`config.mk`:
```
export PLATFORM = sky130hd
export DESIGN_NAME = frame_sig_capture
export DESIGN_NICKNAME = d
export VERILOG_FILES = /design/src/rtl/frame_sig_capture.sv
export SDC_FILE = /design/constraint.sdc
export NUM_CORES = 1
export LEC_CHECK = 0
export BUFFER_PORTS_ARGS = -buffer_cell sky130_fd_sc_hd__buf_2
export CELL_PAD_IN_SITES_DETAIL_PLACEMENT = 0
export CELL_PAD_IN_SITES_GLOBAL_PLACEMENT = 2
export CORE_ASPECT_RATIO = 0.7
export CORE_MARGIN = 2
export CORE_UTILIZATION = 28
export CTS_CLUSTER_DIAMETER = 40
export DETAILED_ROUTE_END_ITERATION = 8
export PLACE_DENSITY_LB_ADDON = 0.15
export SYNTH_ARGS = -nofsm -noshare
export SYNTH_HDL_FRONTEND = slang
export SYNTH_SLANG_ARGS = --single-unit
```
`constraint.sdc`:
```
create_clock -name clk_i -period 6.9 [get_ports clk_i]
set_input_delay 1.38 -clock clk_i [delete_from_list [all_inputs] [get_ports clk_i]]
set_output_delay 1.38 -clock clk_i [all_outputs]
set_load 0.01 [all_outputs]
```
`src/rtl/frame_sig_capture.sv`:
```
// Frame-signature unit: snoops the rendered pixel stream and produces per-channel CRC-16,
// a pixel count and a frame number over a programmable window, with valid/ack handoff.
module frame_sig_capture #(
    parameter int unsigned CH_W = 4,
    parameter int unsigned N_CH = 3,
    parameter int unsigned X_W  = 10,
    parameter int unsigned Y_W  = 10
) (
    input  logic                   clk_i,
    input  logic                   reset_i,
    input  logic                   pix_en_i,
    input  logic                   vs_i,
    input  logic                   de_i,
    input  logic [X_W-1:0]         draw_x_i,
    input  logic [Y_W-1:0]         draw_y_i,
    input  logic [N_CH*CH_W-1:0]   pix_i,
    input  logic [X_W-1:0]         win_x0_i,
    input  logic [X_W-1:0]         win_x1_i,
    input  logic [Y_W-1:0]         win_y0_i,
    input  logic [Y_W-1:0]         win_y1_i,
    input  logic                   arm_i,
    input  logic                   continuous_i,
    output logic                   sig_valid_o,
    input  logic                   sig_ack_i,
    output logic [N_CH*16-1:0]     sig_o,
    output logic [X_W+Y_W-1:0]     sig_pix_count_o,
    output logic [15:0]            sig_frame_o,
    output logic                   busy_o,
    output logic                   overrun_o
);

    localparam int unsigned CntW = X_W + Y_W;
    localparam logic [CntW-1:0] CntOne = {{(CntW-1){1'b0}}, 1'b1};

    typedef enum logic [1:0] {StIdle, StWaitVs, StAccum} state_e;

    state_e                state_q;
    logic                  vs_q;
    logic [N_CH*16-1:0]    crc_q;
    logic [N_CH*16-1:0]    crc_d;
    logic [CntW-1:0]       cnt_q;
    logic [15:0]           frame_cnt_q;
    logic [N_CH*16-1:0]    sig_q;
    logic [CntW-1:0]       sig_cnt_q;
    logic [15:0]           sig_frame_q;
    logic                  sig_valid_q;
    logic                  busy_q;
    logic                  overrun_q;

    logic                  boundary;
    logic                  in_win;
    logic                  complete;
    logic                  accept;

    // CRC-16/CCITT step unrolled over CH_W data bits, MSB first.
    function automatic logic [15:0] crc_step(input logic [15:0] crc_in,
                                             input logic [CH_W-1:0] data);
        logic [15:0] c;
        logic        fb;
        c = crc_in;
        for (int i = CH_W - 1; i >= 0; i--) begin
            fb = c[15] ^ data[i];
            c  = {c[14:0], 1'b0} ^ (fb ? 16'h1021 : 16'h0000);
        end
        return c;
    endfunction

    always_comb begin
        crc_d = crc_q;
        for (int k = 0; k < int'(N_CH); k++) begin
            crc_d[k*16 +: 16] = crc_step(crc_q[k*16 +: 16], pix_i[k*CH_W +: CH_W]);
        end
    end

    assign boundary = pix_en_i & vs_q & ~vs_i;
    assign in_win   = (draw_x_i >= win_x0_i) && (draw_x_i <= win_x1_i) &&
                      (draw_y_i >= win_y0_i) && (draw_y_i <= win_y1_i);
    assign complete = (state_q == StAccum) & boundary;
    assign accept   = complete & (~sig_valid_q | sig_ack_i);

    always_ff @(posedge clk_i or posedge reset_i) begin
        if (reset_i) begin
            state_q     <= StIdle;
            vs_q        <= 1'b1;
            crc_q       <= '1;
            cnt_q       <= '0;
            frame_cnt_q <= '0;
            sig_q       <= '0;
            sig_cnt_q   <= '0;
            sig_frame_q <= '0;
            sig_valid_q <= 1'b0;
            busy_q      <= 1'b0;
            overrun_q   <= 1'b0;
        end else begin
            if (pix_en_i) begin
                vs_q <= vs_i;
            end
            if (sig_ack_i) begin
                sig_valid_q <= 1'b0;
            end
            // Dropped frames still advance the frame number.
            if (complete) begin
                frame_cnt_q <= frame_cnt_q + 16'd1;
                if (accept) begin
                    sig_q       <= crc_q;
                    sig_cnt_q   <= cnt_q;
                    sig_frame_q <= frame_cnt_q;
                    sig_valid_q <= 1'b1;
                end else begin
                    overrun_q <= 1'b1;
                end
            end
            case (state_q)
                StIdle: begin
                    if (arm_i) begin
                        state_q <= StWaitVs;
                        busy_q  <= 1'b1;
                    end
                end
                StWaitVs: begin
                    if (boundary) begin
                        state_q <= StAccum;
                        crc_q   <= '1;
                        cnt_q   <= '0;
                    end
                end
                StAccum: begin
                    if (boundary) begin
                        crc_q <= '1;
                        cnt_q <= '0;
                        if (!continuous_i) begin
                            state_q <= StIdle;
                            busy_q  <= 1'b0;
                        end
                    end else if (pix_en_i && de_i && in_win) begin
                        crc_q <= crc_d;
                        if (cnt_q != '1) begin
                            cnt_q <= cnt_q + CntOne;
                        end
                    end
                end
                default: begin
                    state_q <= StIdle;
                    busy_q  <= 1'b0;
                end
            endcase
        end
    end

    assign sig_valid_o     = sig_valid_q;
    assign sig_o           = sig_q;
    assign sig_pix_count_o = sig_cnt_q;
    assign sig_frame_o     = sig_frame_q;
    assign busy_o          = busy_q;
    assign overrun_o       = overrun_q;

endmodule
```
**Word-level counts from Yosys, hierarchy flattened**

Cells that the tools add are included.

- Register bits after elaboration: 174
- Bits of input ports: 80
- Output and inout bits: 87
- Logic and storage cells: 105

- $add $sub $neg: 2
- $lt $le $gt $ge: 4
- Equality and inequality tests: 9
- Multiplexer cells: 33
- Bitwise logic cells: 33
- Reductions and logical operators: 13

Operators by type and width:

| cell | count |
|---|---|
| 16-bit by 13-bit XOR with 16-bit output | 12 |
| 13-bit 2-to-1 mux | 12 |
| 48-bit 2-to-1 mux | 3 |
| 48-bit case mux with 2 select lines | 1 |
| 20-bit 2-to-1 mux | 4 |
| 20-bit case mux with 2 select lines | 1 |
| 20-bit by 1-bit adder with 20-bit output, second input constant | 1 |
| 10-bit >= comparator | 2 |
| 10-bit <= comparator | 2 |
| 20-bit != test, second input constant | 1 |
| 16-bit by 1-bit adder with 16-bit output, second input constant | 1 |
| 4-bit AND reduction | 3 |
| 1-bit XOR | 12 |
| 2-bit 2-to-1 mux | 4 |
| 2-bit != test, second input constant | 4 |
| 1-bit 2-to-1 mux | 6 |
| 3-bit by 2-bit != test with 1-bit output, second input constant | 2 |
| 2-bit case mux with 3 select lines | 1 |
| 1-bit logical AND | 5 |
| 1-bit bitwise AND | 4 |
| 1-bit NOT | 4 |
| 2-bit AND reduction | 2 |
| 1-bit case mux with 3 select lines | 1 |
| 3-bit AND reduction | 1 |
| 5 further kinds | 5 |

**Depth between registers and ports, before layout**

- Depth after elaboration: 15
- Gate-level depth with buffers: 11
- Mapped depth without buffers: 9

**Worst setup path before layout**

No wires, ideal clock.

- Path type: input to register
- Start point: in win_x1_i[3]
- End point: reg cnt_q[19]
- Data arrival time: 3.397 ns
- Setup slack: 3.415 ns
- Stages on the path: 10
- Path buffers: 1
- Cell sequence: inv_1 > ha_1 > a21o_1 > a21o_1 > a2111oi_2 > or3b_2 > nand4_2 > buf_6 > or4_1 > a22oi_1

- Word-level cells in the longest chain between the ends: 7

RTL lines:

| element | RTL line | text |
|---|---|---|
| start: declaration | 18 | `input logic [X_W-1:0] win_x1_i,` |
| 10-bit <= comparator | 76 | `assign in_win = (draw_x_i >= win_x0_i) && (draw_x_i <= win_x1_i) &&` |
| 1-bit logical AND (2 in series) | 76 |  |
| 1-bit logical AND | 77 | `(draw_y_i >= win_y0_i) && (draw_y_i <= win_y1_i);` |
| 1-bit logical AND | 135 | `end else if (pix_en_i && de_i && in_win) begin` |
| 3-bit by 2-bit != test with 1-bit output (no source line) | - |  |
| 4-bit AND reduction (no source line) | - |  |
| end signal: assignment | 138 | `cnt_q <= cnt_q + CntOne;` |
| end: declaration | 41 | `logic [CntW-1:0] cnt_q;` |

No other way between the ends.
A chain may end at the register's enable or synchronous reset.

**Worst setup path in the final report**

- Start point: in draw_x_i[3]
- End point: reg crc_q[42]

- Word-level cells in the longest chain between the ends: 7
- Elaborated cells on any way between the ends: 8

RTL lines:

| element | RTL line | text |
|---|---|---|
| start: declaration | 14 | `input logic [X_W-1:0] draw_x_i,` |
| 10-bit >= comparator / 10-bit <= comparator (equally long branches) | 76 |  |
| 1-bit logical AND (*) (2 in series) | 76 |  |
| 1-bit logical AND (*) | 77 |  |
| 1-bit logical AND (*) | 135 |  |
| 3-bit by 2-bit != test with 1-bit output (no source line) (*) | - |  |
| 3-bit AND reduction (no source line) (*) | - |  |
| end signal: assignment | 136 | `crc_q <= crc_d;` |
| end: declaration | 39 | `logic [N_CH*16-1:0] crc_q;` |

Mark *: on every way between the ends. The rest lies on a longest branch, timed or not.

==> flow_summary.ini <==
[run_status]
outcome = finished clean

[worst_setup_path]
start_kind = input port
cp-end-kind = flip-flop
slowest_stage = a21oi_4
worst-path-max-fanout = 36
critical_path_arrival_ps = 4840
cp_cell_sequence = buf_2 -> ha_1 -> a21o_1 -> a21o_1 -> a2111oi_2 -> or3b_2 -> nand4_2 -> buf_4 -> a21oi_4 -> o22a_1
cp_common_cell = a21o_1
rr_startpoint = state_q[0]
critPathMaxStageDelay_ps = 820
crit_required_ps = 7280
critical_path_class = in2reg
timing.critical_path.from = draw_x_i[3]

[floorplanning]
row_count = 53
dieArea_mm2 = 0.0323
die_w_um = 214
initial_core_util_pct = 28.6
io_pins = 167
fp.dieH_um = 151
fp.coreArea_mm2 = 0.0302

[route]
drt-initial-drc-count = 227
wl_met3_um = 793
drc_errors = 0
routedWlPerCell_um = 16.8
detail-route-antenna-nets = 0
met2_length_um = 9740
routed_wl_um = 22600
drt_pass1_iterations = 4
viasPerCell = 4.58
vias = 6157
wl_met1_um = 11900
top_layer_used = met4

[timing]
relSlewSlack_pct = 29.5
finalCriticalPeriod_ps = 4460
skew_ps = 5.43
fin_crit_sh_pct = 64.6
slew_viol_final = 0
final-setup-viol-count = 0
fmax_ghz = 0.224
fin_ws_ps = 2440
tightestPinTransition_ps = 1050
tns_ps = 0
rsz0062_at_grt = no
hold_viol = 0

[synth]
syn_area_mm2 = 0.00863
yosysWarnings = 0
yosys-top-cells-count = 125 x dfrtp_1, 87 x mux2_2, 57 x nand2_1
ys_seq_area_share_pct = 51.2
synth.largest_area_cell = dfrtp_1
synth_cell_types = 52
postSynth.asyncResetShare_pct = 100
syn_inst = 761
synth.net_count = 886
yosysMostFrequentCell = dfrtp_1
synthTopCellsByArea = dfrtp_1 36%, dfstp_2 15%, mux2_2 11%
synth_area_per_cell_um2 = 11.3
synth_ff_type = dfrtp_1
ys_ff_latch = 174
synthDominantCellAreaShare_pct = 36.2
synth_edf_count = 0

[layout]
area_delta_synth_final_pct = 21.5
drive_above_1_share_pct = 36.7
stdcell_area_mm2 = 0.0105
fin_nets = 1045
antenna_cells = 0

[pwr]
power_frac_comb_pct = 25.5
cellPowerDensity_mw_per_mm2 = 288
p_switching_w = 0.000925
p_int_w = 0.00209
power_w = 0.00302
vdd_drop_max_uv = 137
p_seq_share_pct = 41.4
p_sw_share_pct = 30.7
leakage_nw = 4.93
p_clk_share_pct = 33.1

[clock_network]
clk_path_buf_depth = 2
insertion_delay_ps = 440
post_cts_buffers = 0
cts_htree_levels = 4
cts_hold_buf = 0
clock-root-buffer = clkbuf_16
cts_buffers = 17
cts.sinks = 174
cts_tree = done
postCtsResizedCells = 0
clk_pin_slew_ps = 60

[grt]
grt_overflow = 0
antenna_found_initial = 0
grt_pass1_vias = 6311
grt_pass1_wl_um = 36400
grt_max_degree = 69
track_usage_pct = 14.9

[worst_hold_path]
hold_start = frame_cnt_q[15]
hold_path.class = reg2reg

[placement]
pre_cts_ws_ps = 1980
dp_hpwl_um = 16200
placement.io_buffers = 166
placed_cell_area_mm2 = 0.00988
gp_congestion = 0.717

[flow_run]
max_cap_violations = 0
==> power by group through the flow <==
stage	clock network, W	logic, W	registers, W
after detailed placement	0	0.000783	0.00127
after CTS	0.00103	0.000787	0.00125
final	0.00100	0.000769	0.00125
after global placement	0	0.000782	0.00127
after global routing	0.00108	0.000850	0.00127
after floorplan	0	0.000419	0.00132
==> worst max-delay path, delay by kind of cell <==
| family | cells | cell delay (ps) |
|---|---|---|
| buffers and inverters | 2 | 590 |
| adder cells (fa/ha/maj) | 1 | 300 |
| AO/OA/AOI/OAI | 5 | 1760 |
| AND/OR/NAND/NOR | 2 | 770 |
==> final cells by class <==
class,instances,area (µm²)
Multi-Input combinational cell,501,3870
Inverter,55,211
Clock buffer,28,562
Clock inverter,4,45.0
Timing Repair Buffer,171,868
Fill cell,3058,19700
Tap cell,412,515
Sequential cell,174,4420
==> logic make-up after synthesis <==
group / synth area share (%)
mux: 11.3
buf+inv: 4.04
compound gates: 10.6
xor+xnor: 5.17
fa+ha+maj: 6.52
flops: 51.2
simple gates: 11.2
==> state kept, by name, indices dropped and copies added (netlist names) <==
signal and flops:
sig_valid_o 1, sig_o 48, busy_o 1, cnt_q 20, state_q 2, frame_cnt_q 16, crc_q 48, sig_frame_o 16
sig_pix_count_o 20, overrun_o 1, vs_q 1
==> layer usage <==
layer / vias to the layer above / GRT usage, %
met3: 13 / 3.71
met5: - / 0
met1: 3007 / 21.8
li1: 3044 / -
met4: 0 / 3.85
met2: 93 / 21.8
==> metrics by stage <==
stage	hold slack, ps	instances	util, %
2_1_floorplan	436	761	-
3_3_place_gp	457	1313	32.8
3_5_place_dp	461	1313	32.8
4_1_cts	470	1345	34.8
5_1_grt	490	1345	34.8
6_report	472	1345	34.8
==> layout by cell type, fill, tap and decap left out, drive strengths merged, types with 28 or more instances in the layout <==
| cell type | netlist | final |
|---|---|---|
| dfstp | 49 | 49 |
| clkbuf | 14 | 28 |
| mux2 | 87 | 87 |
| nand2 | 57 | 57 |
| nand3 | 46 | 46 |
| dfrtp | 125 | 125 |
| inv | 55 | 55 |
| buf | 17 | 171 |
| ha | 45 | 45 |
| xor2 | 31 | 31 |
| nor2 | 34 | 34 |
==> path summary, 6_finish.rpt <==
kind                            depth (start not counted)  slack, ps         endpoint
worst max-delay path                                   10       2440        crc_q[42]
worst min-delay path                                    1        470  frame_cnt_q[15]
worst max register to register                          6       3390        crc_q[10]
worst min register to register                          1        470  frame_cnt_q[15]
max in group asynchronous                               3       4650   sig_frame_o[6]
min in group asynchronous                               2       1030        sig_o[19]
Note: power is estimated with default switching activity, not from simulation.
